<file path="src/rtl/riscv_fetch_pc_sequencer.sv">
// riscv_fetch_pc_sequencer: owns the IF program counter and picks the next fetch PC
// from rollback, unpredicted EX jump, predictor inject or sequential PC+4, kills
// younger front-end stages on redirects and counts prediction outcomes.
// Ports:
//   clk, nreset                  clock, synchronous active-low reset
//   i_stall                      front end frozen, PC holds
//   i_ex_jump/_addr              EX resolved taken jump and its target
//   i_discard_jump               EX jump was already predicted, no redirect
//   i_rollback_jump/_addr        prediction wrong, restore to rollback target
//   i_if_inject/_addr            predictor redirect of the next fetch
//   i_pm_flush                   accepted inject also kills PM
//   o_if_pc, o_if_valid          registered fetch PC and its validity
//   o_flush_front, o_flush_pm    combinational kills (IF/PM/ID, PM only)
//   o_redirect_pend              EX-class redirect buffered across a stall
//   o_cnt_hit/_mispredict/_inject  saturating statistics counters
module riscv_fetch_pc_sequencer #(
  parameter int ADDR_WIDTH = 64,
  parameter logic [ADDR_WIDTH-1:0] RESET_ADDR = '0,
  parameter int CNT_WIDTH = 32
) (
  input  logic                  clk,
  input  logic                  nreset,
  input  logic                  i_stall,
  input  logic                  i_ex_jump,
  input  logic [ADDR_WIDTH-1:0] i_ex_jump_addr,
  input  logic                  i_discard_jump,
  input  logic                  i_rollback_jump,
  input  logic [ADDR_WIDTH-1:0] i_rollback_addr,
  input  logic                  i_if_inject,
  input  logic [ADDR_WIDTH-1:0] i_if_inject_addr,
  input  logic                  i_pm_flush,
  output logic [ADDR_WIDTH-1:0] o_if_pc,
  output logic                  o_if_valid,
  output logic                  o_flush_front,
  output logic                  o_flush_pm,
  output logic                  o_redirect_pend,
  output logic [CNT_WIDTH-1:0]  o_cnt_hit,
  output logic [CNT_WIDTH-1:0]  o_cnt_mispredict,
  output logic [CNT_WIDTH-1:0]  o_cnt_inject
);
  typedef enum logic [1:0] {BOOT, RUN, PEND} state_t;
  localparam logic [ADDR_WIDTH-1:0] ALIGN_MASK = ~ADDR_WIDTH'(3);
  state_t state_q, state_d;
  logic [ADDR_WIDTH-1:0] pc_q, pc_d, pend_addr_q, pend_addr_d, ex_tgt;
  logic [CNT_WIDTH-1:0] cnt_hit_q, cnt_hit_d, cnt_mispredict_q, cnt_mispredict_d;
  logic [CNT_WIDTH-1:0] cnt_inject_q, cnt_inject_d;
  logic valid, ex_evt, hit, inj_ok;
  always_comb begin
    valid = state_q != BOOT;
    // rule 1 or 2: rollback, or an EX jump the predictor did not cover
    ex_evt = valid && (i_rollback_jump || (i_ex_jump && !i_discard_jump));
    ex_tgt = (i_rollback_jump ? i_rollback_addr : i_ex_jump_addr) & ALIGN_MASK;
    // a rollback in the same cycle makes the discard meaningless, so no hit
    hit = state_q == RUN && i_ex_jump && i_discard_jump && !i_rollback_jump;
    // injects only land in a free-running RUN cycle with no EX-class redirect
    inj_ok = state_q == RUN && !i_stall && !ex_evt && i_if_inject;
    state_d = state_q;
    pc_d = pc_q;
    pend_addr_d = pend_addr_q;
    o_flush_front = valid && (state_q == PEND || ex_evt);
    o_flush_pm = inj_ok && i_pm_flush;
    o_redirect_pend = state_q == PEND || (state_q == RUN && i_stall && ex_evt);
    if (state_q == BOOT) begin
      state_d = RUN;
    end else if (i_stall) begin
      if (ex_evt) begin
        pend_addr_d = ex_tgt;
        state_d = PEND;
      end
    end else begin
      // a fresh EX-class redirect on the release cycle is younger than the buffered one
      pc_d = ex_evt ? ex_tgt :
             state_q == PEND ? pend_addr_q :
             inj_ok ? (i_if_inject_addr & ALIGN_MASK) : pc_q + ADDR_WIDTH'(4);
      state_d = RUN;
    end
    cnt_hit_d = cnt_hit_q + CNT_WIDTH'(hit && !(&cnt_hit_q));
    cnt_mispredict_d = cnt_mispredict_q + CNT_WIDTH'(ex_evt && !(&cnt_mispredict_q));
    cnt_inject_d = cnt_inject_q + CNT_WIDTH'(inj_ok && !(&cnt_inject_q));
  end
  always_ff @(posedge clk) begin
    if (!nreset) begin
      state_q <= BOOT;
      pc_q <= RESET_ADDR & ALIGN_MASK;
      pend_addr_q <= '0;
      cnt_hit_q <= '0;
      cnt_mispredict_q <= '0;
      cnt_inject_q <= '0;
    end else begin
      state_q <= state_d;
      pc_q <= pc_d;
      pend_addr_q <= pend_addr_d;
      cnt_hit_q <= cnt_hit_d;
      cnt_mispredict_q <= cnt_mispredict_d;
      cnt_inject_q <= cnt_inject_d;
    end
  end
  // discard and rollback together is an upstream protocol error
  always_ff @(posedge clk) begin
    if (nreset && valid) assert (!(i_discard_jump && i_rollback_jump));
  end
  assign o_if_pc = pc_q;
  assign o_if_valid = valid;
  assign o_cnt_hit = cnt_hit_q;
  assign o_cnt_mispredict = cnt_mispredict_q;
  assign o_cnt_inject = cnt_inject_q;
endmodule

</file>
<file path="config.mk">
export PLATFORM = sky130hd
export DESIGN_NAME = riscv_fetch_pc_sequencer
export DESIGN_NICKNAME = d
export VERILOG_FILES = /design/src/rtl/riscv_fetch_pc_sequencer.sv
export SDC_FILE = /design/constraint.sdc
export NUM_CORES = 1
export LEC_CHECK = 0
export BUFFER_PORTS_ARGS = -buffer_cell sky130_fd_sc_hd__buf_2
export CELL_PAD_IN_SITES_DETAIL_PLACEMENT = 1
export CELL_PAD_IN_SITES_GLOBAL_PLACEMENT = 1
export CORE_ASPECT_RATIO = 0.9
export CORE_MARGIN = 2
export CORE_UTILIZATION = 35
export CTS_BUF_LIST = sky130_fd_sc_hd__clkbuf_2 sky130_fd_sc_hd__clkbuf_4 sky130_fd_sc_hd__clkbuf_8
export DETAILED_ROUTE_END_ITERATION = 7
export PLACE_DENSITY = 0.83
export SYNTH_ARGS = -nofsm -noshare
export SYNTH_HDL_FRONTEND = slang
export SYNTH_SLANG_ARGS = --single-unit
</file>
<file path="constraint.sdc">
create_clock -name clk -period 3.3 [get_ports clk]
set_input_delay 0 -clock clk [delete_from_list [all_inputs] [get_ports clk]]
set_output_delay 0 -clock clk [all_outputs]
set_load 0.01 [all_outputs]
</file>
==> impl_metrics.yaml <==
outcome:
  status: "complete, but fails checks"
  violations: "hold timing"
timing:
  tightest_slew_ns: 1.03
  tns_ns: 0
  period_needed_ns: 3.27
  maxSlewViolCount: 0
  fmax_ghz: 0.306
  finalSetupViolCount: 0
  hold_ws_ns: -0.00813
  final.period_utilization_pct: 99.1
  hold_viol: 1
  finClkSkew_ns: 0.0317
  relSlewSlack_pct: 31.4
routing:
  via_per_inst: 6.07
  wl_um: 65600
  wl_per_cell_um: 25.1
  drc: 0
  ant_nets: 0
  vias: 15900
  first_pass_iters: 6
  drt_iter0_markers: 1372
cts:
  cts_root_buf: "clkbuf_8"
  clkTransAtPathRegs_ns: 0.06
  post-cts-setup-buffers: 0
  cts_buffer_depth: 3
  clkLatencyLatePin_ns: 0.60
  cts_buffers: 41
  h-tree-depth: 2
  clock-sinks: 222
  cts_tree: "built"
synthesis:
  yosys.area_share.xor_xnor_pct: 7.05
  synth_edf_count: 0
  synthSimpleGateAreaFrac_pct: 26.3
  synthCells: 1565
  seq_area_frac_synth_pct: 35.8
  ys.flop_type: "dfxtp_1"
  synth_top_family_by_area: "simple AND/OR/NAND/NOR gates"
  ys_ff_latch: 222
  synth_compound_area_share_pct: 20.7
  synth_fa_ha_area_share_pct: 0.705
  synth_mux_area_share_pct: 4.97
  syn_area_sq_um: 12400
  ys_warn_count: 0
  ys_types: 80
  syn_area_per_cell_sq_um: 7.93
  synthArstFlopShare_pct: 0
placement:
  dp.final_hpwl_um: 39900
  dp.cells: 2325
  io_buffer_count: 355
  place.gp.congestion: 0.933
finish:
  num-fill-cells: 4357
  finalNonFillerCells: 2617
  utilization_pct: 50.7
  drive_gt1_share_pct: 24.5
  fin_nets: 2316
  area_growth_pct: 42.9
power_and_ir_drop:
  power.density_nw_per_um2: 399
  p_comb_share_pct: 18.4
  switching_power_mw: 2.19
  ir_worst_vdd_uv: 241
  leakage_nw: 7.47
  sw_frac_of_total_pct: 31.0
  intPower_mw: 4.88
  power.share.sequential_pct: 41.1
  clockPowerShare_pct: 40.5
global_route:
  antenna_found_initial: 10
  grt_pass1_vias: 16800
  grt_use_met3_pct: 8.68
  grt_pass1_wl_um: 98800
  use_met2_pct: 57.9
  overflow: 0
  grt_max_degree: 119
  grt_use_met1_pct: 39.8
  grt.busiest_layer: "met2"
  grt_usage_pct: 34.5
setup_path:
  crit_type: "reg2reg"
  rrSetupSlack_ns: 0.03
  arrival_ns: 3.80
  rr_endpoint: "o_if_pc[19]$_SDFFE_PN0P_"
  startpoint_type: "flip-flop"
  r2r_cells: 10
  critPathMaxFanout: 21
  r2r_start: "state_q[0]$_SDFFE_PN0P_"
  endpoint_kind: "flip-flop"
  cp.required_ns: 3.83
die:
  ioPinCount: 364
  core.rowCount: 65
  die_area_sq_um: 37000
  core_sq_um: 35000
  die_h_um: 183
  start_util_pct: 35.5
  die_w_um: 203
min_path:
  min_path_cells: 3
  worstHoldStart: "i_rollback_addr[15]"
  worstHoldPathType: "in2reg"
  whs_endpoint: "pend_addr_q[15]$_SDFFE_PN0P_"
run:
  maxCapViolCount: 0
metrics by stage:
step           hold slack (ns)  cell area (sq um)  power, mW  worst slack (ns)
2_1_floorplan            0.144              12400       3.45             0.269
3_3_place_gp             0.267              14700       3.89             0.444
3_5_place_dp             0.272              14700       3.92             0.323
4_1_cts               0.000971              17700       6.97             0.140
5_1_grt                 0.0318              17700       7.30           -0.0444
6_report              -0.00813              17700       7.08            0.0288
cells by family (layout without fill, tap and decap cells):
group	count (synthesis)	in the layout
compound gates	393	393
fa+ha+maj	7	7
other cells	1	11
xor+xnor	100	100
flops	222	222
mux	61	61
simple gates	651	651
buf+inv	130	703
synth_stat cells, types with 3 or more instances:
library cell	n	area, sq um
o31ai_1	7	52.6
xor2_1	69	604
a31oi_1	15	93.8
mux2i_1	56	561
a2111oi_0	4	35.0
o211ai_1	16	120
nor3_2	5	50.1
a21o_1	6	45.0
a21oi_1	79	395
buf_4	5	37.5
o31a_1	3	26.3
clkbuf_1	74	278
buf_6	3	33.8
buf_1	7	26.3
o2111ai_1	3	26.3
o2bb2ai_1	3	26.3
mux2_2	5	56.3
and4_1	20	175
a22o_1	8	70.1
a211oi_1	60	450
xnor2_1	31	272
dfxtp_1	222	4440
nor3_1	38	190
o22ai_1	13	81.3
a221oi_1	13	114
and3_1	30	188
o21ai_0	100	500
nor4_1	18	113
o21ai_1	6	30.0
nand2_1	130	488
nand3_1	84	420
or3_1	14	87.6
and2_1	21	131
nand2b_1	13	81.3
buf_2	23	115
a22oi_1	10	75.1
o221ai_1	10	87.6
a221o_1	4	40.0
nor2b_1	8	50.1
nand4_1	37	231
inv_1	17	63.8
o21a_1	9	67.6
a31o_2	4	35.0
ha_1	7	87.6
nor2_1	208	781
routing by layer:
metal,up-vias,wire length (um)
met1,7689,24400
li1,6821,-
met2,1041,30700
met5,-,7
met3,345,6360
met4,2,4180
cell usage in the layout (no fill, tap or decap), types with 14 or more instances in the layout:
master | netlist | layout
and4_1 | 20 | 18
o21ai_0 | 100 | 100
xnor2_1 | 31 | 31
nor3_1 | 38 | 38
xor2_1 | 69 | 69
a21oi_1 | 79 | 78
and2_1 | 21 | 21
nand3_1 | 84 | 83
a31oi_1 | 15 | 14
dfxtp_1 | 222 | 221
o211ai_1 | 16 | 16
inv_1 | 17 | 17
nand2_1 | 130 | 130
buf_4 | 5 | 43
clkbuf_4 | 0 | 14
buf_2 | 23 | 354
nor2_1 | 208 | 204
clkbuf_8 | 0 | 50
dlygate4sd3_1 | 0 | 210
nand4_1 | 37 | 37
mux2i_1 | 56 | 56
a211oi_1 | 60 | 60
nor4_1 | 18 | 15
or3_1 | 14 | 14
and3_1 | 30 | 30
power groups by stage:
stage / logic [mW] / clock network (mW) / registers [mW]
2_1_floorplan: 0.514 / 0 / 2.94
3_3_place_gp: 0.944 / 0 / 2.94
3_5_place_dp: 0.973 / 0 / 2.95
4_1_cts: 1.21 / 2.87 / 2.89
5_1_grt: 1.37 / 3.02 / 2.92
6_report: 1.30 / 2.87 / 2.91
state kept, by name, indices dropped and copies added (netlist names):
| signal | flops |
|---|---|
| pend_addr_q | 62 |
| o_cnt_inject | 32 |
| o_cnt_mispredict | 32 |
| o_cnt_hit | 32 |
| state_q | 2 |
| o_if_pc | 62 |
worst max-delay path by stage:
stage                            start                           to  slack (ns)  cells after the start
2_1_floorplan  state_q[1]$_SDFFE_PP0P_  o_cnt_inject[30]$_SDFF_PN0_        0.27                     15
3_3_place_gp   state_q[0]$_SDFFE_PN0P_  o_cnt_inject[30]$_SDFF_PN0_        0.44                     11
3_5_place_dp   state_q[0]$_SDFFE_PN0P_  o_cnt_inject[30]$_SDFF_PN0_        0.32                     11
4_1_cts        o_if_pc[7]$_SDFFE_PN0P_     o_if_pc[55]$_SDFFE_PN0P_        0.14                      7
5_1_grt        state_q[0]$_SDFFE_PN0P_     o_if_pc[19]$_SDFFE_PN0P_       -0.04                     10
6_report       state_q[0]$_SDFFE_PN0P_     o_if_pc[19]$_SDFFE_PN0P_        0.03                     10
layout make-up:
| type | instances | area, sq um | area share [%] |
|---|---|---|---|
| diodes | 9 | 22.5 | 0.127 |
| clock buffers | 64 | 793 | 4.47 |
| clock inverters | 9 | 66.3 | 0.374 |
| inverters | 18 | 70.1 | 0.395 |
| multi-input cells | 1214 | 7490 | 42.2 |
| flip-flops and latches | 222 | 4450 | 25.1 |
| well taps | 469 | 587 | 3.31 |
| repair buffers | 612 | 4270 | 24.1 |
worst max-delay path, stage by stage, from the launching register on:
cell and delay [ns]:
dfxtp_1 0.48, buf_4 0.27, nand4bb_1 0.16, buf_4 0.24, nor3_4 0.19, buf_6 0.28
a221o_1 0.21, a221oi_1 0.05, dlygate4sd3_1 0.63, nor3_1 0.13, dlygate4sd3_1 0.56
timing repair:
action,CTS,global route
hold buffers,210,0
resized for setup,0,9
setup endpoints to repair,0,7
endpoints found under the hold margin,123,0
Note: power is estimated with default switching activity, not from simulation.
